==> config.mk <==
export PLATFORM = sky130hd
export DESIGN_NAME = dump_ctrl
export DESIGN_NICKNAME = d
export VERILOG_FILES = /design/src/rtl/la_pkg.sv /design/src/rtl/dump_ctrl_wrap_cnt.sv /design/src/rtl/dump_ctrl.sv
export SDC_FILE = /design/constraint.sdc
export NUM_CORES = 1
export LEC_CHECK = 0
export ABC_AREA = 1
export CAP_MARGIN = 30
export CORE_ASPECT_RATIO = 1.2
export CORE_UTILIZATION = 44
export DETAILED_ROUTE_END_ITERATION = 8
export GPL_ROUTABILITY_DRIVEN = 0
export HOLD_SLACK_MARGIN = 0.03
export PLACE_DENSITY = 0.76
export SYNTH_ARGS = -nofsm -noshare
export SYNTH_HDL_FRONTEND = slang
export SYNTH_SLANG_ARGS = --single-unit
==> constraint.sdc <==
create_clock -name clk -period 1.4 [get_ports clk]
set_input_delay 0.28 -clock clk [delete_from_list [all_inputs] [get_ports clk]]
set_output_delay 0.28 -clock clk [all_outputs]
set_load 0.05 [all_outputs]
==> src/rtl/la_pkg.sv <==
`default_nettype none
// +----------------------------------------------------------------------+
// | la_pkg : shared types/constants for the logic-analyzer readout path  |
// | Rev 1.0                                                              |
// +----------------------------------------------------------------------+
package la_pkg;

    localparam int unsigned NUM_CH = 5;

    typedef enum logic [2:0] {
        DS_IDLE    = 3'd0,
        DS_RD      = 3'd1,
        DS_LD      = 3'd2,
        DS_WAIT_TX = 3'd3,
        DS_DONE    = 3'd4
    } dump_state_t;

endpackage
`default_nettype wire

==> src/rtl/dump_ctrl_wrap_cnt.sv <==
`default_nettype none
// +----------------------------------------------------------------------+
// | wrap_cnt : loadable address counter that wraps from ENTRIES-1 to 0   |
// | Rev 1.0                                                              |
// +----------------------------------------------------------------------+
module wrap_cnt #(
    parameter int unsigned ENTRIES = 384,
    parameter int unsigned LOG2    = 9
) (
    input  logic            clk,
    input  logic            rst_n,
    input  logic            load,
    input  logic [LOG2-1:0] load_val,
    input  logic            inc,
    output logic [LOG2-1:0] cnt
);

    localparam logic [LOG2-1:0] LAST = LOG2'(ENTRIES - 1);

    logic [LOG2-1:0] cnt_d;
    logic [LOG2-1:0] cnt_q;

    // Out-of-range load values fall back to the bottom of the buffer.
    always_comb begin
        cnt_d = cnt_q;
        if (load) begin
            cnt_d = (load_val > LAST) ? '0 : load_val;
        end else if (inc) begin
            cnt_d = (cnt_q == LAST) ? '0 : cnt_q + LOG2'(1);
        end
    end

    always_ff @(posedge clk or negedge rst_n) begin
        if (!rst_n) begin
            cnt_q <= '0;
        end else begin
            cnt_q <= cnt_d;
        end
    end

    assign cnt = cnt_q;

endmodule
`default_nettype wire

==> src/rtl/dump_ctrl.sv <==
`default_nettype none
// +----------------------------------------------------------------------+
// | dump_ctrl : streams one channel's circular capture RAM to the UART   |
// | Rev 1.0                                                              |
// +----------------------------------------------------------------------+
module dump_ctrl
    import la_pkg::*;
#(
    parameter int unsigned ENTRIES = 384,
    parameter int unsigned LOG2    = 9
) (
    input  logic            clk,
    input  logic            rst_n,
    input  logic            dump_en,
    input  logic [2:0]      dump_chan,
    input  logic            capture_done,
    input  logic [LOG2-1:0] waddr,
    output logic [LOG2-1:0] raddr,
    output logic [2:0]      ch_sel,
    input  logic [7:0]      rdata,
    output logic [7:0]      tx_data,
    output logic            trmt,
    input  logic            tx_done,
    output logic            busy,
    output logic            dump_done,
    output logic            clr_capture_done,
    output logic            dump_rej
);

    localparam logic [LOG2-1:0] LAST     = LOG2'(ENTRIES - 1);
    localparam logic [2:0]      CH_LIMIT = 3'(NUM_CH);

    dump_state_t     state_d, state_q;
    logic [LOG2-1:0] cnt_d, cnt_q;
    logic [2:0]      ch_sel_d, ch_sel_q;
    logic [7:0]      tx_data_d, tx_data_q;
    logic            trmt_d, trmt_q;
    logic            busy_d, busy_q;
    logic            dump_done_d, dump_done_q;
    logic            dump_rej_d, dump_rej_q;
    logic            raddr_load;
    logic            raddr_inc;
    logic            accept;

    assign accept = dump_en && capture_done && (dump_chan < CH_LIMIT);

    always_comb begin
        state_d     = state_q;
        cnt_d       = cnt_q;
        ch_sel_d    = ch_sel_q;
        tx_data_d   = tx_data_q;
        trmt_d      = 1'b0;
        dump_done_d = 1'b0;
        dump_rej_d  = 1'b0;
        raddr_load  = 1'b0;
        raddr_inc   = 1'b0;
        case (state_q)
            DS_IDLE: begin
                if (dump_en) begin
                    if (accept) begin
                        ch_sel_d   = dump_chan;
                        cnt_d      = '0;
                        raddr_load = 1'b1;
                        state_d    = DS_RD;
                    end else begin
                        dump_rej_d = 1'b1;
                    end
                end
            end
            DS_RD: begin
                state_d = DS_LD;
            end
            DS_LD: begin
                tx_data_d = rdata;
                trmt_d    = 1'b1;
                state_d   = DS_WAIT_TX;
            end
            DS_WAIT_TX: begin
                if (tx_done) begin
                    if (cnt_q == LAST) begin
                        state_d = DS_DONE;
                    end else begin
                        cnt_d     = cnt_q + LOG2'(1);
                        raddr_inc = 1'b1;
                        state_d   = DS_RD;
                    end
                end
            end
            DS_DONE: begin
                dump_done_d = 1'b1;
                state_d     = DS_IDLE;
            end
            default: begin
                state_d = DS_IDLE;
            end
        endcase
        // Registered so busy lines up with the state it describes.
        busy_d = (state_d != DS_IDLE);
    end

    always_ff @(posedge clk or negedge rst_n) begin
        if (!rst_n) begin
            state_q     <= DS_IDLE;
            cnt_q       <= '0;
            ch_sel_q    <= '0;
            tx_data_q   <= '0;
            trmt_q      <= 1'b0;
            busy_q      <= 1'b0;
            dump_done_q <= 1'b0;
            dump_rej_q  <= 1'b0;
        end else begin
            state_q     <= state_d;
            cnt_q       <= cnt_d;
            ch_sel_q    <= ch_sel_d;
            tx_data_q   <= tx_data_d;
            trmt_q      <= trmt_d;
            busy_q      <= busy_d;
            dump_done_q <= dump_done_d;
            dump_rej_q  <= dump_rej_d;
        end
    end

    wrap_cnt #(
        .ENTRIES (ENTRIES),
        .LOG2    (LOG2)
    ) u_raddr_cnt (
        .clk      (clk),
        .rst_n    (rst_n),
        .load     (raddr_load),
        .load_val (waddr),
        .inc      (raddr_inc),
        .cnt      (raddr)
    );

    assign ch_sel           = ch_sel_q;
    assign tx_data          = tx_data_q;
    assign trmt             = trmt_q;
    assign busy             = busy_q;
    assign dump_done        = dump_done_q;
    assign clr_capture_done = dump_done_q;
    assign dump_rej         = dump_rej_q;

endmodule
`default_nettype wire

==> flow_summary.toml <==
[outcome]
status = "completed"

[power]
switching_share = 0.443
power.internal_mw = 3.80
clkPwrFrac = 0.133
p_leak_nw = 1.50
max-vdd-ir-drop_uv = 1730
switchingPower_mw = 3.02
p_per_area_mw_per_mm2 = 2190
power_mw = 6.83
power.share.combinational = 0.594
seqPwrFrac = 0.272

[cts]
htreeDepth = 2
clkTransAtPathRegs_ps = 80
cts_hold_buf = 0
cts-buffers-inserted = 5
cts_tree = "built"
clk_latency_ps = 300
clockBufferDepth = 2
cts_sinks = 36
cts-root-buf = "clkbuf_8"

[sta]
hold_violations = 0
maxSlewViolCount = 0
timing.final.crit_period_ps = 1400
worst_slack_ps = 1.29
period_share = 0.999
finClkSkew_ps = 9.08
final-setup-viol-count = 0
rsz0062_at_grt = "yes"
timing.fmax_mhz = 715
relSlewSlack = 0.811
worst_pin_slew_ps = 284

[worst_setup_path]
crit_type = "register to register"
r2r_start = "state_q[1]"
cp.required_ps = 1580
r2r_end = "busy"
endpoint_kind = "register"
rr_worst_depth = 8
cp_max_fo = 7
r2r_setup_slack_ps = 1
cp.arrival_ps = 1580
startpoint_type = "register"

[synth]
synth_cell_types = 26
synth_top_cell_by_area = "dfrtp_1"
yosys-top-cells-count = "nand2_1 (111), dfrtp_1 (36), inv_1 (25)"
synthFlopType = "dfrtp_1"
postSynthAreaPerCell_um2 = 7.37
ys_seq_area_frac = 0.463
synth_most_common_cell = "nand2_1"
synthCells = 264
synth_edf_count = 0
yosysTopAreaCellShare = 0.463
synthArstFlopShare = 1.00
synth_area_mm2 = 0.00194
yosys_warnings = 0
ys_ff_latch = 36
synth_nets = 291
synth_area_leaders = "dfrtp_1 (46%), nand2_1 (21%), nand3_1 (5.1%)"

[die]
start_util = 0.456
core_area_mm2 = 0.00426
die_area_mm2 = 0.00469
die_y_um = 74.8
fp-row-count = 26
dieWidth_um = 62.7
io_pins = 50

[cells_and_area]
multiInputGateArea_um2 = 975
drive_above_1_share = 0.274
nNetsFinal = 366
fillCellCount = 282
antennaDiodeCount = 0
utilization = 0.733
seq_area_um2 = 908
areaGrowthSynthToFinish_pct = 60.7

[drt]
routedWlPerCell_um = 12.6
drt_iter0_drc = 104
vias = 1928
ant_nets = 0
firstDrtPassIters = 4
drc = 0
wirelength_um = 4970
drt-vias-per-instance = 4.87

[global_routing]
grt-ovfl-total = 0
grt_max_degree = 37
grt_pass1_wl_um = 8100
grt.total_usage = 0.226
antenna_found_initial = 0
grt_pass1_vias = 1834

[min_path]
hold_path.class = "primary input to asynchronous set/reset pin"

[run]
cap_violations = 0

[placement]
hpwl_um = 3400
post-place-ws_ps = -328
port_buffers = 49
[critical path: stages (launching register included)]
cell and delay [ps]:
dfrtp_1 370, inv_2 80, buf_4 130, nor2_4 40, nand2_2 90, buf_4 160
clkinvlp_4 160, o21ai_1 140, nand3_1 100
[final cells by class]
cell class,count,area share
sequential,36,0.291
tap,56,0.0224
multi-input combinational,194,0.312
timing repair buffer,74,0.305
inverter,28,0.0356
clock inverter,2,0.0112
clock buffer,6,0.0232
[state kept, by name, summed over array words and instances (netlist names)]
signal and count:
cnt_q 9, ch_sel 3, tx_data 8, u_raddr_cnt.cnt 9
clr_capture_done 1, busy 1, trmt 1, state_q 3
dump_rej 1
[what timing repair did]
item                       in CTS  in global routing
gates resized for setup        12                 17
buffers inserted                1                  5
cloned                          0                  0
setup endpoints to repair      18                 25
pin swaps                       3                  8
[routing by layer]
metal	global-route usage	vias up	part of all wire
li1	-	966	-
met1	0.264	901	0.41
met2	0.390	50	0.52
met3	0.0606	11	0.038
met4	0.114	0	0.026
met5	0	-	0
[power groups by stage]
stage	Sequential, mW	Clock (mW)	Combinational [mW]
2_1_floorplan	2.74	0	1.07
3_3_place_gp	1.88	0	3.70
3_5_place_dp	1.89	0	3.77
4_1_cts	1.88	0.927	3.85
5_1_grt	1.91	0.971	4.33
6_report	1.86	0.909	4.06
[kinds of logic after synthesis]
logic type                 Yosys count  synth area share
xor gates and xnor gates             3            0.0135
DFF                                 36             0.463
AOI/OAI and AO/OA                   15            0.0418
adders and majority gates            2            0.0129
and+or+nand+nor                    174             0.386
buffers and inverters               34            0.0824
[placed cells by master (no fill, tap or decap), types with 4 or more instances in the layout]
master / Yosys / layout
buf_12: 0 / 26
buf_4: 1 / 21
clkbuf_8: 0 / 5
clkdlybuf4s50_1: 0 / 24
dfrtp_1: 36 / 30
dfrtp_2: 0 / 6
inv_1: 25 / 23
nand2_1: 111 / 107
nand2_4: 0 / 4
nand3_1: 20 / 18
nor2_1: 24 / 20
nor2_4: 2 / 5
nor3_1: 5 / 5
o21ai_0: 9 / 5
o21ai_1: 2 / 5
[through the flow]
| step | instance area [µm²] | instances | TNS (ps) | hold slack [ps] |
|---|---|---|---|---|
| after floorplan | 1970 | 264 | -12.1 | -15.6 |
| after global placement | 2880 | 382 | -5000 | 491 |
| after detailed placement | 2880 | 382 | -6260 | 514 |
| after CTS | 3040 | 391 | 0 | 364 |
| after global routing | 3120 | 396 | -919 | 371 |
| final | 3120 | 396 | 0 | 358 |
[worst max path at each step]
stage | startpoint | end | slack [ps] | depth (start not counted)
floorplan | u_raddr_cnt.cnt[0] | u_raddr_cnt.cnt[8] | -9 | 8
global placement | dump_chan[1] | u_raddr_cnt.cnt[8] | -270 | 8
detailed placement | dump_chan[0] | u_raddr_cnt.cnt[8] | -330 | 8
CTS | state_q[2] | u_raddr_cnt.cnt[8] | 1 | 9
global route | state_q[1] | busy | -80 | 8
finish | state_q[1] | busy | 1 | 8
(Power assumes the default switching activity.)
